$ cat config.mk
export PLATFORM = sky130hd
export DESIGN_NAME = if_id_buffer
export DESIGN_NICKNAME = d
export VERILOG_FILES = /design/src/rtl/if_id_buffer.sv
export SDC_FILE = /design/constraint.sdc
export NUM_CORES = 1
export LEC_CHECK = 0
export ABC_CLOCK_PERIOD_IN_PS = 2000
export CORE_MARGIN = 5
export CORE_UTILIZATION = 49
export CTS_CLUSTER_DIAMETER = 60
export CTS_CLUSTER_SIZE = 10
export DETAILED_ROUTE_END_ITERATION = 8
export PLACE_DENSITY = 0.77
export SLEW_MARGIN = 20
export SYNTH_ARGS = -nofsm -noshare
export SYNTH_HDL_FRONTEND = slang
export SYNTH_SLANG_ARGS = --single-unit
$ cat constraint.sdc
create_clock -name clk -period 2 [get_ports clk]
set_input_delay 0.4 -clock clk [delete_from_list [all_inputs] [get_ports clk]]
set_output_delay 0.4 -clock clk [all_outputs]
set_load 0.005 [all_outputs]
$ cat src/rtl/if_id_buffer.sv
// rtl/if_id_buffer.sv - IF/ID pipeline register with two-word instruction assembly (optional IFID_SEQ_CHECK_EN)
module if_id_buffer #(
    parameter int                 PC_W           = 32,
    parameter int                 INSTR_W        = 16,
    parameter logic [INSTR_W-1:0] NOP_INSTR      = 16'h0000,
    parameter logic [4:0]         TWO_WORD_MASK  = 5'b11000,
    parameter logic [4:0]         TWO_WORD_MATCH = 5'b11000
) (
    input  logic               clk,
    input  logic               rst,
    input  logic [PC_W-1:0]    pc_in,
    input  logic [INSTR_W-1:0] instr_in,
    input  logic               fetch_valid,
    input  logic               stall,
    input  logic               flush,
    output logic [INSTR_W-1:0] instr_out,
    output logic [INSTR_W-1:0] imm_out,
    output logic [PC_W-1:0]    pc_out,
    output logic               valid_out,
    output logic               half_pending,
    output logic               seq_err
);

    typedef enum logic {
        S_FIRST  = 1'b0,
        S_SECOND = 1'b1
    } state_t;

    state_t             state_q, state_d;
    logic [INSTR_W-1:0] instr_q, instr_d;
    logic [INSTR_W-1:0] imm_q, imm_d;
    logic [PC_W-1:0]    pc_q, pc_d;
    logic               valid_q, valid_d;
    logic [INSTR_W-1:0] hold_word_q, hold_word_d;
    logic [PC_W-1:0]    hold_pc_q, hold_pc_d;

    logic is_two_word;
    assign is_two_word = ((instr_in[INSTR_W-1 -: 5] & TWO_WORD_MASK) == TWO_WORD_MATCH);

    // Next-state and output register values: flush beats stall beats normal fetch handling
    always_comb begin
        state_d     = state_q;
        instr_d     = instr_q;
        imm_d       = imm_q;
        pc_d        = pc_q;
        valid_d     = valid_q;
        hold_word_d = hold_word_q;
        hold_pc_d   = hold_pc_q;
        if (flush) begin
            state_d     = S_FIRST;
            instr_d     = NOP_INSTR;
            imm_d       = '0;
            pc_d        = '0;
            valid_d     = 1'b0;
            hold_word_d = '0;
            hold_pc_d   = '0;
        end else if (!stall) begin
            case (state_q)
                S_FIRST: begin
                    if (fetch_valid && !is_two_word) begin
                        instr_d = instr_in;
                        imm_d   = '0;
                        pc_d    = pc_in;
                        valid_d = 1'b1;
                    end else begin
                        // Bubble to decode; pc_out keeps its last value
                        instr_d = NOP_INSTR;
                        imm_d   = '0;
                        valid_d = 1'b0;
                        if (fetch_valid) begin
                            hold_word_d = instr_in;
                            hold_pc_d   = pc_in;
                            state_d     = S_SECOND;
                        end
                    end
                end
                S_SECOND: begin
                    if (fetch_valid) begin
                        // Second word is pure immediate data, never decoded as an opcode
                        instr_d = hold_word_q;
                        imm_d   = instr_in;
                        pc_d    = hold_pc_q;
                        valid_d = 1'b1;
                        state_d = S_FIRST;
                    end
                end
                default: state_d = S_FIRST;
            endcase
        end
    end

    // State updates on the falling edge, in step with the PC register write
    always_ff @(negedge clk or negedge rst) begin
        if (!rst) begin
            state_q     <= S_FIRST;
            instr_q     <= NOP_INSTR;
            imm_q       <= '0;
            pc_q        <= '0;
            valid_q     <= 1'b0;
            hold_word_q <= '0;
            hold_pc_q   <= '0;
        end else begin
            state_q     <= state_d;
            instr_q     <= instr_d;
            imm_q       <= imm_d;
            pc_q        <= pc_d;
            valid_q     <= valid_d;
            hold_word_q <= hold_word_d;
            hold_pc_q   <= hold_pc_d;
        end
    end

`ifdef IFID_SEQ_CHECK_EN
    logic seq_err_q, seq_err_d;
    logic seq_mismatch;
    assign seq_mismatch = (state_q == S_SECOND) && fetch_valid && (pc_in != hold_pc_q + PC_W'(1));

    // Sticky sequence error: only a completing pair can raise it, only reset clears it
    always_comb begin
        seq_err_d = seq_err_q;
        if (!flush && !stall && seq_mismatch) begin
            seq_err_d = 1'b1;
        end
    end

    // Sequence error register, cleared only by reset
    always_ff @(negedge clk or negedge rst) begin
        if (!rst) begin
            seq_err_q <= 1'b0;
        end else begin
            seq_err_q <= seq_err_d;
        end
    end

    assign seq_err = seq_err_q;
`else
    assign seq_err = 1'b0;
`endif

    assign instr_out    = instr_q;
    assign imm_out      = imm_q;
    assign pc_out       = pc_q;
    assign valid_out    = valid_q;
    assign half_pending = (state_q == S_SECOND);

endmodule

==> results of run 1 <==
==> cell usage after synthesis <==
cell type,instances,share of area
a21bo_2,2,0.0041
a21oi_1,53,0.054
a22o_1,15,0.027
a311oi_1,1,0.0018
a32oi_1,1,0.0018
and3b_1,1,0.0018
buf_1,3,0.0023
buf_2,4,0.0041
buf_4,2,0.0031
buf_6,2,0.0046
clkbuf_1,36,0.027
conb_1,1,0.00076
dfrtn_1,114,0.58
inv_1,1,0.00076
mux2i_1,47,0.096
nand2_1,2,0.0015
nand2b_1,2,0.0025
nand3_1,47,0.048
nand3b_1,1,0.0015
nor2_1,3,0.0023
nor2b_1,1,0.0013
nor3b_2,1,0.0025
o21ai_0,46,0.047
o2bb2ai_1,47,0.084
or3_1,1,0.0013
==> cell type report <==
class	count	area share
clock buffers	19	0.0478
repair buffers	268	0.263
multi-input cells	272	0.334
flip-flops and latches	114	0.316
clock inverters	13	0.0203
well taps	133	0.0184
inverters	1	0.000415
==> logic make-up after synthesis <==
group / after synthesis
AO/OA/AOI/OAI: 165
flip-flops: 114
AND/OR/NAND/NOR: 59
buffers and inverters: 48
multiplexers: 47
other: 1
==> worst max path at each step <==
stage	startpoint	end	slack [ns]	cells after the start
final	instr_out[11]$_DFFE_NN0P_	instr_out[11]	-0.50	1
after global routing	instr_out[11]$_DFFE_NN0P_	instr_out[11]	-0.50	1
after detailed placement	instr_in[14]	instr_out[11]$_DFFE_NN0P_	-0.95	5
after global placement	instr_in[14]	pc_out[21]$_DFFE_NN0P_	-0.87	5
after CTS	pc_out[3]$_DFFE_NN0P_	pc_out[3]	-0.45	1
after floorplan	instr_in[14]	instr_out[10]$_DFFE_NN0P_	-0.40	6
==> power by group through the flow <==
stage | registers [mW] | clock network (mW) | logic (mW)
3_3_place_gp | 2.46 | 0 | 0.655
4_1_cts | 2.43 | 3.16 | 0.737
5_1_grt | 2.44 | 3.33 | 1.06
3_5_place_dp | 2.46 | 0 | 0.667
2_1_floorplan | 2.46 | 0 | 0.261
6_report | 2.44 | 3.23 | 1.02
==> per-layer routing <==
metal | GRT usage | vias to the layer above | part of all wire
li1 | - | 2097 | -
met1 | 0.370 | 2662 | 0.37
met2 | 0.493 | 383 | 0.50
met3 | 0.0536 | 114 | 0.078
met4 | 0.107 | 0 | 0.055
met5 | 0 | - | 0
==> state kept, by name, indices dropped and copies added (netlist names) <==
name and cells:
half_pending 1, hold_pc_q 32, hold_word_q 16, imm_out 16
instr_out 16, pc_out 32, valid_out 1
==> repair_timing <==
action | CTS | global route
setup endpoints to repair | 180 | 157
resized for setup | 337 | 163
pin swaps | 26 | 26
setup buffers | 33 | 33
cloned | 3 | 7
==> implementation parameters, run 1 <==
Parameter                              Value

Pwr
  Internal power    4.91 mW
  Switching Share    0.267
  Maximum vdd ir drop    0.457 mV
  Combinational fraction of design power    0.153
  Power Density    741 nW/µm²
  Share of total power in the clock network    0.483
  Static Leakage    3.96 nW
  Net switching power of the design    1.79 mW
  Sequential Power Share    0.364
  Total chip power    6.70 mW

Floorplan
  IO Count    120
  Die extent in x    110 µm
  Die height    110 µm
  Effective utilization at floorplan    0.503
  Area of the die    12100 µm²
  Area of the core    9770 µm²
  Core Rows    36

Drt
  Antenna Violating Nets Remaining    0
  First-pass DRT Iterations    5
  Count of vias placed by the detailed router    5256
  Vias per cell    6.41
  Final routed wire length divided by cell count    28.9 µm
  Post-route DRC violation count    0
  Total wire length after detailed routing    23.7 mm
  Violation count after the first detailed-route iteration    466

Clocking
  Maximum level of the CTS H-tree    4
  Total CTS buffers    17
  Hold-fix buffer count after cts    0
  CTS Root Buffer Type    clkbuf_8
  Clk_lat worst skew    0.45 ns
  Clock tree from TritonCTS    built
  Total clock sinks    114
  Post-CTS clock slew at the launch and capture registers of the worst setup and hold paths    0.05 ns
  Buffer depth of the longest clock path    2

Logic synthesis
  Multiplexer fraction of the synthesized cell area    0.0956
  Largest family of logic cells by synthesized area    compound AO/OA/AOI/OAI gates
  Share of the yosys chip area belonging to registers    0.580
  Yosys warning total    0
  Adder-cell share of the synthesized area    0
  Syn_area_per_cell    11.3 µm²
  Synth Area in Compound Gates    0.219
  Post-synthesis simple-gate area fraction    0.0626
  Distinct cells, synth    25
  Syn nets    487
  Xor/xnor cell area share of the yosys netlist    0
  Instance count of the mapped netlist    434
  Yosys reg bits    114
  Cell area after synthesis    4920 µm²

Global routing
  Largest net degree at the start of global routing    67
  Via count of the first global-routing pass    4878
  Total track usage    0.290
  Global-route wire length before repair    26.6 mm
  Congestion Overflow GR    0
  Initial antenna violation count    0

Critical path
  Kind of end point of the critical path    output port
  Category of the worst setup path launch point    flip-flop
  Required time of the worst setup path    1.60 ns
  Cell with the biggest individual delay on the critical path    dfrtn_1
  Number of cells traversed by the worst register-to-register path    6
  Worst R2R Setup Slack    -0.09 ns
  Worst-path cell chain    buf_2
  Endpoint of the worst-slack reg-to-reg timing path    instr_out[8]$_DFFE_NN0P_
  Worst Path Max Fanout    2
  Kind of cell adding the most delay to the critical path    flip-flops
  Worst endpoint data arrival time    2.10 ns
  Slowest cell delay on critical path    0.47 ns
  Worst setup path category    reg -> out
  Buffers plus inverters on the worst setup path    1
  Launch point of the worst reg-to-reg path    half_pending$_DFFE_NN0P_

Timing
  Worst-Margin Slew    0.467 ns
  Count of endpoints failing setup in the final report    161
  Total count of hold-check failures in the final report    0
  Final sum of negative setup slack    -34.81 ns
  Max-slew violation count    0
  Fin Hold WS    0.463 ns
  Rel. slew slack    0.680
  Setup repair after global routing missed its margin    yes
  Crit path setup slack, layout    -0.498 ns
  Layout Skew    0.00628 ns

Run status
  Failing checks    negative setup slack
  Outcome    finished, violations left

Place
  DP Wirelength    9.19 mm
  Post-placement cell count    712
  Worst setup slack before clock tree synthesis    -0.955 ns
  Placer Congestion    0.797
  Area after DPL    6860 µm²
  Port-buffer cells    118

Finish
  Share of cells above drive strength 1    0.591
  Core utilization of the finished layout    0.925
  Inserted Diodes    0
  Multi-input combinational cell area    3020 µm²
  Filler-free cell count of the finished design    820
  Commonest cells after routing, fill and taps aside    116 x buf_4, 114 x dfrtn_1, 67 x buf_2
  FF+latch area    2850 µm²
  Layout Nets    727
  Layout filler cell count    296
  Layout Cell Area excl Fill    9040 µm²
  Commonest non-fill, non-tap cell in the layout    buf_4
  P&R area growth vs syn    83.8%

Job
  Number of maximum-capacitance constraint violations    0

Min path
  Hold Path Stages    1
  Worst hold start    pc_out[21]$_DFFE_NN0P_
  Min-delay worst type    reg -> reg
  Hold Path Sink    pc_out[21]$_DFFE_NN0P_
No activity file was read; power rests on OpenSTA's default activity.
==> run 2, diff against run 1 <==
Settings changed: CORE_MARGIN 5 to unset, CORE_UTILIZATION 49 to 45, PLACE_DENSITY 0.77 to 0.72.
==> implementation parameters, run 2 (synthesis gave the netlist of run 1 again) <==
Parameter                              Value

Run status
  Outcome    finished, violations left
  Failing checks    negative setup slack

Drt
  Total wire length after detailed routing    17.0 mm
  Final routed wire length divided by cell count    21.5 µm
  First-pass DRT Iterations    5
  Antenna Violating Nets Remaining    0
  Violation count after the first detailed-route iteration    224
  Count of vias placed by the detailed router    4574
  Vias per cell    5.79
  Post-route DRC violation count    0

Timing
  Total count of hold-check failures in the final report    0
  Max-slew violation count    0
  Layout Skew    0.00597 ns
  Crit path setup slack, layout    -0.440 ns
  Fin Hold WS    0.436 ns
  Setup repair after global routing missed its margin    yes
  Final sum of negative setup slack    -28.09 ns
  Count of endpoints failing setup in the final report    134

Global routing
  Largest net degree at the start of global routing    56
  Initial antenna violation count    0
  Total track usage    0.277
  Global-route wire length before repair    24.0 mm
  Congestion Overflow GR    0
  Via count of the first global-routing pass    4672

Critical path
  Setup crit start    pc_out[0]$_DFFE_NN0P_
  Buffers plus inverters on the worst setup path    1
  Slowest cell delay on critical path    0.46 ns
  Worst setup path category    reg -> out
  Endpoint of the worst-slack reg-to-reg timing path    pc_out[21]$_DFFE_NN0P_
  Worst endpoint data arrival time    2.04 ns
  Worst Path Max Fanout    2
  Number of cells traversed by the worst register-to-register path    6
  Launch point of the worst reg-to-reg path    half_pending$_DFFE_NN0P_
  Required time of the worst setup path    1.60 ns
  Kind of cell adding the most delay to the critical path    flip-flops
  Cell with the biggest individual delay on the critical path    dfrtn_1
  Worst R2R Setup Slack    0.03 ns
  Category of the worst setup path launch point    flip-flop
  Count of cell instances traversed by the critical path    1
  Kind of end point of the critical path    output port
  Worst-path cell chain    buf_2

Place
  Placer Congestion    0.806
  Port-buffer cells    118
  Post-placement cell count    711
  DP Wirelength    9.12 mm

Pwr
  Static Leakage    3.69 nW
  Power Density    768 nW/µm²
  Maximum vdd ir drop    0.603 mV

Finish
  Layout Nets    694
  Core utilization of the finished layout    0.780
  Inserted Diodes    0
  Filler-free cell count of the finished design    790
  Share of cells above drive strength 1    0.476
  P&R area growth vs syn    66.0%
  Layout filler cell count    642
  Commonest cells after routing, fill and taps aside    114 x dfrtn_1, 89 x buf_4, 68 x buf_2
  Commonest non-fill, non-tap cell in the layout    dfrtn_1

Clocking
  CTS Root Buffer Type    clkbuf_8
  Total clock sinks    114
  Clock tree from TritonCTS    built
  Total CTS buffers    17
  Maximum level of the CTS H-tree    4
  Hold-fix buffer count after cts    0
  Post-CTS clock slew at the launch and capture registers of the worst setup and hold paths    0.04 ns
  Buffer depth of the longest clock path    2
  Clk_lat worst skew    0.44 ns

Min path
  Min-delay worst type    reg -> reg
  Worst hold start    pc_out[19]$_DFFE_NN0P_
  Hold Path Sink    pc_out[19]$_DFFE_NN0P_
  Hold Path Stages    1

Floorplan
  IO Count    120
  Die height    107 µm
  Effective utilization at floorplan    0.470
  Area of the die    11400 µm²
  Area of the core    10500 µm²
  Die extent in x    107 µm
  Core Rows    37

Job
  Number of maximum-capacitance constraint violations    0
-- run 2: cell types whose count changed in the layout (fill, tap and decap cells not counted), sizes merged --
cell,delta
clkbuf,-2
clkinv,+2
buf,-31
clkinvlp,-1
bufinv,-1
-- run 2: worst max-delay path by stage --
stage,end,slack [ns]
2_1_floorplan,instr_out[10]$_DFFE_NN0P_,-0.40
3_3_place_gp,pc_out[12]$_DFFE_NN0P_,-0.86
3_5_place_dp,instr_out[12]$_DFFE_NN0P_,-0.89
4_1_cts,pc_out[0],-0.43
5_1_grt,pc_out[0],-0.46
6_report,pc_out[0],-0.44
-- run 2: repair_timing --
item / 4_1_cts / 5_1_grt
cloned: 3 / 5
pin swaps: 5 / 25
endpoints found under the setup margin: 180 / 167
gates resized for setup: 304 / 104
buffers inserted: 28 / 14
-- run 2: power by group --
group	leakage, nW	total, mW	internal, mW	switching (mW)
Sequential	1.57	2.43	2.39	0.0446
Combinational	1.84	0.824	0.389	0.435
Clock	0.282	3.01	1.90	1.11
Total	3.69	6.27	4.67	1.59
-- run 2: metrics by stage --
step / area [µm²] / setup slack, ns / power [mW]
floorplan: 5130 / -0.402 / 2.72
global placement: 6820 / -0.862 / 3.11
detailed placement: 6820 / -0.887 / 3.12
CTS: 7410 / -0.429 / 6.13
global route: 8160 / -0.458 / 6.44
finish: 8160 / -0.440 / 6.27
-- run 2: layout make-up --
type                       instances  area (µm²)  area share
tap                              136         170      0.0208
clock inverter                    13         160      0.0196
timing repair buffer             235        2040       0.250
clock buffer                      19         422      0.0517
sequential                       114        2850       0.349
multi-input combinational        272        2520       0.308
inverter                           1        3.75    0.000460
-- run 2: per-layer routing --
| layer | vias to the layer above | GRT usage | wire length (µm) |
|---|---|---|---|
| li1 | 2027 | - | - |
| met1 | 2302 | 0.360 | 6790 |
| met2 | 211 | 0.460 | 8770 |
| met3 | 34 | 0.0570 | 1040 |
| met4 | 0 | 0.0969 | 410 |
| met5 | - | 0 | 0 |
==> run 3, diff against run 2 <==
Settings changed: ABC_CLOCK_PERIOD_IN_PS 2000 to 2570.
Clock period 2 ns to 2.57 ns, I/O delays scaled along.
==> implementation parameters, run 3 (synthesis gave the netlist of run 1 again) <==
Parameter                              Value

Timing
  Rel. slew slack    0.400
  Final sum of negative setup slack    -13.84 ns
  Count of endpoints failing setup in the final report    67
  Setup repair after global routing missed its margin    yes
  Max-slew violation count    0
  Worst-Margin Slew    0.900 ns
  Total count of hold-check failures in the final report    0
  Fin Hold WS    0.449 ns
  Layout Skew    0.00767 ns
  Crit path setup slack, layout    -0.279 ns

Pwr
  Internal power    3.57 mW
  Switching Share    0.261
  Net switching power of the design    1.26 mW
  Maximum vdd ir drop    0.456 mV
  Share of total power in the clock network    0.474
  Sequential Power Share    0.391
  Power Density    593 nW/µm²
  Combinational fraction of design power    0.135
  Static Leakage    3.81 nW

Critical path
  Worst Path Max Fanout    2
  Worst endpoint data arrival time    2.33 ns
  Category of the worst setup path launch point    flip-flop
  Cell with the biggest individual delay on the critical path    dfrtn_1
  Launch point of the worst reg-to-reg path    half_pending$_DFFE_NN0P_
  Kind of end point of the critical path    output port
  Setup crit start    pc_out[16]$_DFFE_NN0P_
  Kind of cell adding the most delay to the critical path    flip-flops
  Worst-path cell chain    buf_2
  Slowest cell delay on critical path    0.46 ns
  Worst setup path category    reg -> out
  Required time of the worst setup path    2.06 ns
  Buffers plus inverters on the worst setup path    1

Global routing
  Congestion Overflow GR    0
  Total track usage    0.299
  Largest net degree at the start of global routing    56
  Initial antenna violation count    1
  GRT met2 Usage    0.493
  Via count of the first global-routing pass    4920
  Global-route wire length before repair    25.9 mm
  Met1 GRT Util    0.379
  GR met3 Demand/Resource    0.0760
  Most used routing layer in global routing    met2

Floorplan
  IO Count    120
  Core Rows    37
  Effective utilization at floorplan    0.470
  Area of the die    11400 µm²
  Area of the core    10500 µm²
  Die height    107 µm
  Die extent in x    107 µm

Run status
  Failing checks    negative setup slack
  Outcome    finished, violations left

Drt
  Post-route DRC violation count    0
  Count of vias placed by the detailed router    4866
  Final routed wire length divided by cell count    20.9 µm
  Violation count after the first detailed-route iteration    339
  Antenna Violating Nets Remaining    0
  Total wire length after detailed routing    17.3 mm
  First-pass DRT Iterations    5
  Vias per cell    5.88

Clocking
  CTS Root Buffer Type    clkbuf_8
  Total clock sinks    114
  Total CTS buffers    17
  Maximum level of the CTS H-tree    4
  Clk_lat worst skew    0.46 ns
  Buffer depth of the longest clock path    2
  Post-CTS clock slew at the launch and capture registers of the worst setup and hold paths    0.05 ns
  Clock tree from TritonCTS    built

Finish
  Multi-input combinational cell area    2230 µm²
  Layout Nets    731
  Inserted Diodes    0
  P&R area growth vs syn    65.4%
  Commonest cells after routing, fill and taps aside    127 x buf_4, 114 x dfrtn_1, 69 x buf_2
  Layout filler cell count    639
  Core utilization of the finished layout    0.777
  FF+latch area    2850 µm²
  Share of cells above drive strength 1    0.433
  Commonest non-fill, non-tap cell in the layout    buf_4

Job
  Number of maximum-capacitance constraint violations    0

Place
  DP Wirelength    8.90 mm
  Port-buffer cells    118
  Placer Congestion    0.744
  Worst setup slack before clock tree synthesis    -0.751 ns

Min path
  Worst hold start    pc_out[23]$_DFFE_NN0P_
  Min-delay worst type    reg -> reg
==> run 3: changes by cell type in the layout (fill, tap and decap cells not counted), sizes merged <==
cell      change
buf          +39
clkbuf        -5
inv           +3
clkinv        -2
clkinvlp      +2
bufbuf        +1
bufinv        -1
==> run 3: layout make-up <==
class,instances,area share
inverter,1,0.000461
multi-input combinational,272,0.274
tap,136,0.0209
sequential,114,0.351
timing repair buffer,272,0.284
clock inverter,15,0.0194
clock buffer,17,0.0509
==> run 3: power by group through the flow <==
stage | clock network, mW | logic, mW | registers (mW)
2_1_floorplan | 0 | 0.192 | 1.91
3_3_place_gp | 0 | 0.503 | 1.92
3_5_place_dp | 0 | 0.510 | 1.92
4_1_cts | 2.28 | 0.590 | 1.89
5_1_grt | 2.39 | 0.686 | 1.89
6_report | 2.28 | 0.652 | 1.89
==> run 3: routing by layer <==
metal | part of all wire | wire length (µm)
met1 | 0.39 | 6770
met2 | 0.50 | 8680
met3 | 0.080 | 1380
met4 | 0.027 | 470
met5 | 0.00075 | 13
==> run 3: final timing paths <==
path / to / slack [ns] / cells past startpoint
setup / recovery: pc_out[16] / -0.28 / 1
hold / removal: pc_out[23]$_DFFE_NN0P_ / 0.45 / 1
setup reg to reg: pc_out[18]$_DFFE_NN0P_ / 0.20 / 6
hold reg to reg: pc_out[23]$_DFFE_NN0P_ / 0.45 / 1
max in group asynchronous: imm_out[8]$_DFFE_NN0P_ / 0.93 / 2
min in group asynchronous: instr_out[2]$_DFFE_NN0P_ / 1.21 / 2
==> run 3: stage by stage <==
step | instances | power [mW] | instance area (µm²)
3_5_place_dp | 715 | 2.43 | 6830
3_3_place_gp | 715 | 2.42 | 6830
5_1_grt | 827 | 4.97 | 8130
6_report | 827 | 4.83 | 8130
2_1_floorplan | 434 | 2.11 | 5080
4_1_cts | 802 | 4.75 | 7800
==> run 3: repair_timing <==
action,in CTS,in global routing
buffers inserted,50,25
cloned,8,0
gates resized for setup,323,31
hold buffers,0,0
pin swaps,7,6
setup endpoints to repair,180,152
==> RTL edit 1 (flow settings as in run 2) <==
Set the parameter `PC_W` to 36 (it was 32).
--- a/src/rtl/if_id_buffer.sv
+++ b/src/rtl/if_id_buffer.sv
@@ -1,6 +1,6 @@
 // rtl/if_id_buffer.sv - IF/ID pipeline register with two-word instruction assembly (optional IFID_SEQ_CHECK_EN)
 module if_id_buffer #(
-    parameter int                 PC_W           = 32,
+    parameter int                 PC_W           = 36,
     parameter int                 INSTR_W        = 16,
     parameter logic [INSTR_W-1:0] NOP_INSTR      = 16'h0000,
     parameter logic [4:0]         TWO_WORD_MASK  = 5'b11000,
Interface: changed (resized pc_in and pc_out); port bits go from 120 to 128. The function was not compared with the original's and may differ.
==> RTL edit 1 against run 2 <==
  * Area after synthesis is 7.4% higher
  * Cell area is 26% higher
  * Count of clock-buffer cells in the layout is 5 higher
  * The flow still finishes with violations (setup timing)
  * Wire length is 65% higher
  * Power is 13% higher
  * Via count is 30% higher
  * Critical path type unchanged
  * Global-route usage is 5.0 points higher
  * Sequential cell count is 8 higher
  * Setup slack worse by 0.085 ns
==> RTL edit 1: results (changes against run 2) <==
Synth
  – Post-synthesis mux area share: 9.67% (was 9.56%)
  – Seq/Total Area, Yosys: 57.8% (was 58.0%)
  – Largest cells by area after synthesis: dfrtn_1 58%, mux2i_1 9.7%, o2bb2ai_1 8.5% (was dfrtn_1 58%, mux2i_1 9.6%, o2bb2ai_1 8.4%)
  – Commonest cells in the netlist: 122 x dfrtn_1, 57 x a21oi_1, 51 x mux2i_1, 51 x nand3_1, 51 x o2bb2ai_1 (was 114 x dfrtn_1, 53 x a21oi_1, 47 x mux2i_1, 47 x nand3_1, 47 x o2bb2ai_1)
  – Compound-Gate Fraction of Synth Area: 21.8% (was 21.9%)
  – Syn Nets: 520 (was 487)
  – Avg Cell Area, Syn: 11.4 um^2 (was 11.3 um^2)

Worst setup path
  – Crit path DAT: 2.12 ns (was 2.04 ns)
  – R2r worst-path depth: 7 (was 6)
  – Slowest stage delay, CP: 0.55 ns (was 0.46 ns)

Power
  – Worst vdd ir: 0.824 mV (was 0.603 mV)
  – Pwr Density: 691 mW/mm^2 (was 768 mW/mm^2)

Finish
  – Seq/total area: 29.8% (was 34.9%)
  – #MultiIn Comb: 294 (was 272)
  – Non-clk bufs: 290 (was 235)
  – Clock network area share: 5.68% (was 7.13%)
  – Layout net count: 783 (was 694)
  – Fillers: 423 (was 642)
  – Diode count: 1 (was 0)
  – Clkbuf count: 24 (was 19)
  – Non-clk buf share: 28.7% (was 25.0%)
  – Multi-input logic area: 0.00349 mm^2 (was 0.00252 mm^2)

Placed design
  – Routability congestion estimate: 0.806 (about the same)
  – Area after DPL: 0.00715 mm^2 (was 0.00682 mm^2)
  – Port bufs: 126 (was 118)
  – Detailed placement HPWL: 9.24 mm (was 9.12 mm)

Global route
  – Largest net degree at the start of global routing: 60 (was 56)
  – Global Route Usage Sum: 32.7% (was 27.7%)
  – Met2 Track Usage GR: 53.2% (was 46.0%)
  – M1 GR Usage: 39.4% (was 36.0%)
  – Vias in the first global route: 5243 (was 4672)
  – Grt met3 use: 7.35% (was 5.70%)

Status
  – Failing checks: setup timing (unchanged)
  – Status: complete, but fails checks (unchanged)

Detailed routing
  – Met2 WL: 13.3 mm (was 8.77 mm)
  – Drt via density: 6.76 (was 5.79)
  – Metal-1 WL: 9.91 mm (was 6.79 mm)
  – Total routed wirelength: 28.0 mm (was 17.0 mm)

Timing
  – TNS Setup: -47.13 ns (was -28.09 ns)
  – Endpoints failing setup: 177 (was 134)
  – Final worst slack: -0.525 ns (was -0.440 ns)
RTL edit 1: worst paths after layout:
kind                                         to          from  slack, ns
min in group asynchronous       hold_word_q[14]           rst       0.74
worst min register to register       pc_out[26]    pc_out[26]       0.44
worst max-delay path               half_pending  half_pending      -0.52
worst max register to register       pc_out[17]  half_pending      -0.36
worst min-delay path                 pc_out[26]    pc_out[26]       0.44
max in group asynchronous         hold_pc_q[18]           rst       0.77
RTL edit 1: timing repair:
item / 4_1_cts / 5_1_grt
resized for setup: 422 / 237
setup buffers: 36 / 41
pin swaps: 41 / 33
setup endpoints to repair: 192 / 175
cloned: 13 / 17
RTL edit 1: per-stage QoR:
stage	worst slack [ns]	cells
2_1_floorplan	-0.380	463
3_3_place_gp	-1.09	747
3_5_place_dp	-1.15	747
4_1_cts	-0.388	826
5_1_grt	-0.509	881
6_report	-0.525	882
RTL edit 1: power breakdown:
part | internal (uW) | switching [uW]
registers | 2560 | 58.3
logic | 598 | 691
clock network | 1950 | 1220
==> RTL edit 2 (settings of run 2) <==
Made on the original files. Add a define of `IFID_SEQ_CHECK_EN`.
--- a/src/rtl/if_id_buffer.sv
+++ b/src/rtl/if_id_buffer.sv
@@ -1,4 +1,6 @@
 // rtl/if_id_buffer.sv - IF/ID pipeline register with two-word instruction assembly (optional IFID_SEQ_CHECK_EN)
+`define IFID_SEQ_CHECK_EN
+
 module if_id_buffer #(
     parameter int                 PC_W           = 32,
     parameter int                 INSTR_W        = 16,
Check against the original RTL: not equivalent (a bounded check fails within 4 cycles, from zero or initial values and one cycle with rst low).
==> RTL edit 2 against run 2 <==
  * The flow still finishes with violations (setup timing)
  * Cell area increased by 24%
  * Die area up 18%
  * Sequential cell count increased by 1
  * Power increased by 4.1%
  * Sequential share of layout area decreased by 6.6 points
  * Via count up 37%
  * Register-to-register slack worse by 0.48 ns
  * Non-clock buffer count is 87 higher
  * Setup slack lost 0.22 ns
  * Wire length rose by 34%
  * Combinational power increased by 23%
  * Area after synthesis rose by 19%
==> RTL edit 2: results (changes against run 2) <==
Global route
  – First-pass GRT wire length: 32.1 mm (was 24.0 mm)
  – Met2 Track Usage GR: 55.8% (was 46.0%)
  – Largest net degree at the start of global routing: 57 (was 56)
  – Grt met3 use: 6.54% (was 5.70%)

Timing
  – Endpoints failing setup: 182 (was 134)
  – Final worst slack: -0.657 ns (was -0.440 ns)
  – TNS Setup: -43.45 ns (was -28.09 ns)
  – Clk_skew: 0.00653 ns (was 0.00597 ns)

Finish
  – Non-filler instance count after layout: 1070 (was 790)
  – Fillers: 726 (was 642)
  – Fraction of layout cells with a size suffix above 1: 51.4% (was 47.6%)

Clock network
  – Clk_lat worst skew: 0.40 ns (was 0.44 ns)
  – Setup Buffers After CTS: 48 (was 28)
  – Cts repair resizes: 420 (was 304)
  – Clock Tree Root: clkbuf_16 (was clkbuf_8)

Worst setup path
  – Reg2reg start: hold_pc_q[0] (was half_pending)
  – Slowest-stage cell, CP: clkdlybuf4s50_1 (was dfrtn_1)
  – Slowest stage delay, CP: 0.54 ns (was 0.46 ns)
  – CP delay by family, top: buffers and inverters (was flip-flops)
  – CP Launch Point: pc_in[25] (was pc_out[0])

Placed design
  – Placed cell count: 951 (was 711)
  – Detailed placement HPWL: 11.8 mm (was 9.12 mm)
  – Port bufs: 119 (was 118)
  – Routability congestion estimate: 0.882 (was 0.806)
  – Dpl ws: -1.47 ns (was -0.887 ns)

Synth
  – Commonest cells in the netlist: 115 x dfrtn_1, 93 x nand2_1, 54 x o21ai_0 (was 114 x dfrtn_1, 53 x a21oi_1, 47 x mux2i_1, 47 x nand3_1, 47 x o2bb2ai_1)
  – Area of the mapped netlist: 0.00584 mm^2 (was 0.00492 mm^2)
  – Avg Cell Area, Syn: 10.1 um^2 (was 11.3 um^2)
  – Seq/Total Area, Yosys: 49.3% (was 58.0%)
  – Largest cells by area after synthesis: dfrtn_1 49%, a22o_1 7.2%, nand2_1 6.0% (was dfrtn_1 58%, mux2i_1 9.6%, o2bb2ai_1 8.4%)
  – Netlist cell types: 52 (was 25)

Power
  – Pleak: 0.00478 uW (was 0.00369 uW)
  – Worst vdd ir: 0.599 mV (was 0.603 mV)

Status
  – Failing checks: setup timing (unchanged)
  – Status: complete, but fails checks (unchanged)

Detailed routing
  – Drt via density: 5.85 (was 5.79)
  – Drt initial violations: 526 (was 224)
  – Total routed wirelength: 22.8 mm (was 17.0 mm)
RTL edit 2: cell families after synthesis:
family	synth area share (%)
DFF	49.3
AOI/OAI and AO/OA	18.3
adders and majority gates	0.214
muxes	6.22
buffers and inverters	3.28
and+or+nand+nor	16.2
xor gates and xnor gates	6.45
RTL edit 2: metal layers:
metal,wire (um),vias to the layer above
met1,8370,3100
met5,0,-
met3,1520,115
li1,-,2717
met4,1330,0
met2,11600,332
RTL edit 2: worst paths after layout:
kind,end,slack (ns),depth (start not counted)
max,seq_err,-0.66,7
min,valid_out,0.43,2
max reg2reg,seq_err,-0.45,8
min reg2reg,valid_out,0.43,2
max in group asynchronous,instr_out[10],0.74,2
min in group asynchronous,imm_out[2],0.77,1
RTL edit 2: worst reg2reg max path, cell delays in order, from the launching register on:
cell	delay, ns
dfrtn_1	0.42
buf_4	0.14
nand3_4	0.13
nor4_4	0.40
a31oi_1	0.20
a2111oi_4	0.40
nand4_1	0.19
nor4_2	0.31
a31oi_1	0.10
RTL edit 2: final cells by class:
type / instances / area, um^2 / share of cell area [%]
clock buffer: 18 / 439 / 4.33
clock inverter: 14 / 151 / 1.49
inverter: 7 / 38.8 / 0.382
timing repair buffer: 322 / 2860 / 28.2
multi-input combinational: 422 / 3560 / 35.1
tap: 172 / 215 / 2.12
sequential: 115 / 2880 / 28.4
RTL edit 2: power groups by stage:
| stage | registers, uW | logic [uW] | clock network, uW |
|---|---|---|---|
| 6_report | 2450 | 1010 | 3050 |
| 5_1_grt | 2460 | 1070 | 3160 |
| 3_3_place_gp | 2480 | 745 | 0 |
| 4_1_cts | 2450 | 911 | 3050 |
| 3_5_place_dp | 2490 | 758 | 0 |
| 2_1_floorplan | 2490 | 288 | 0 |
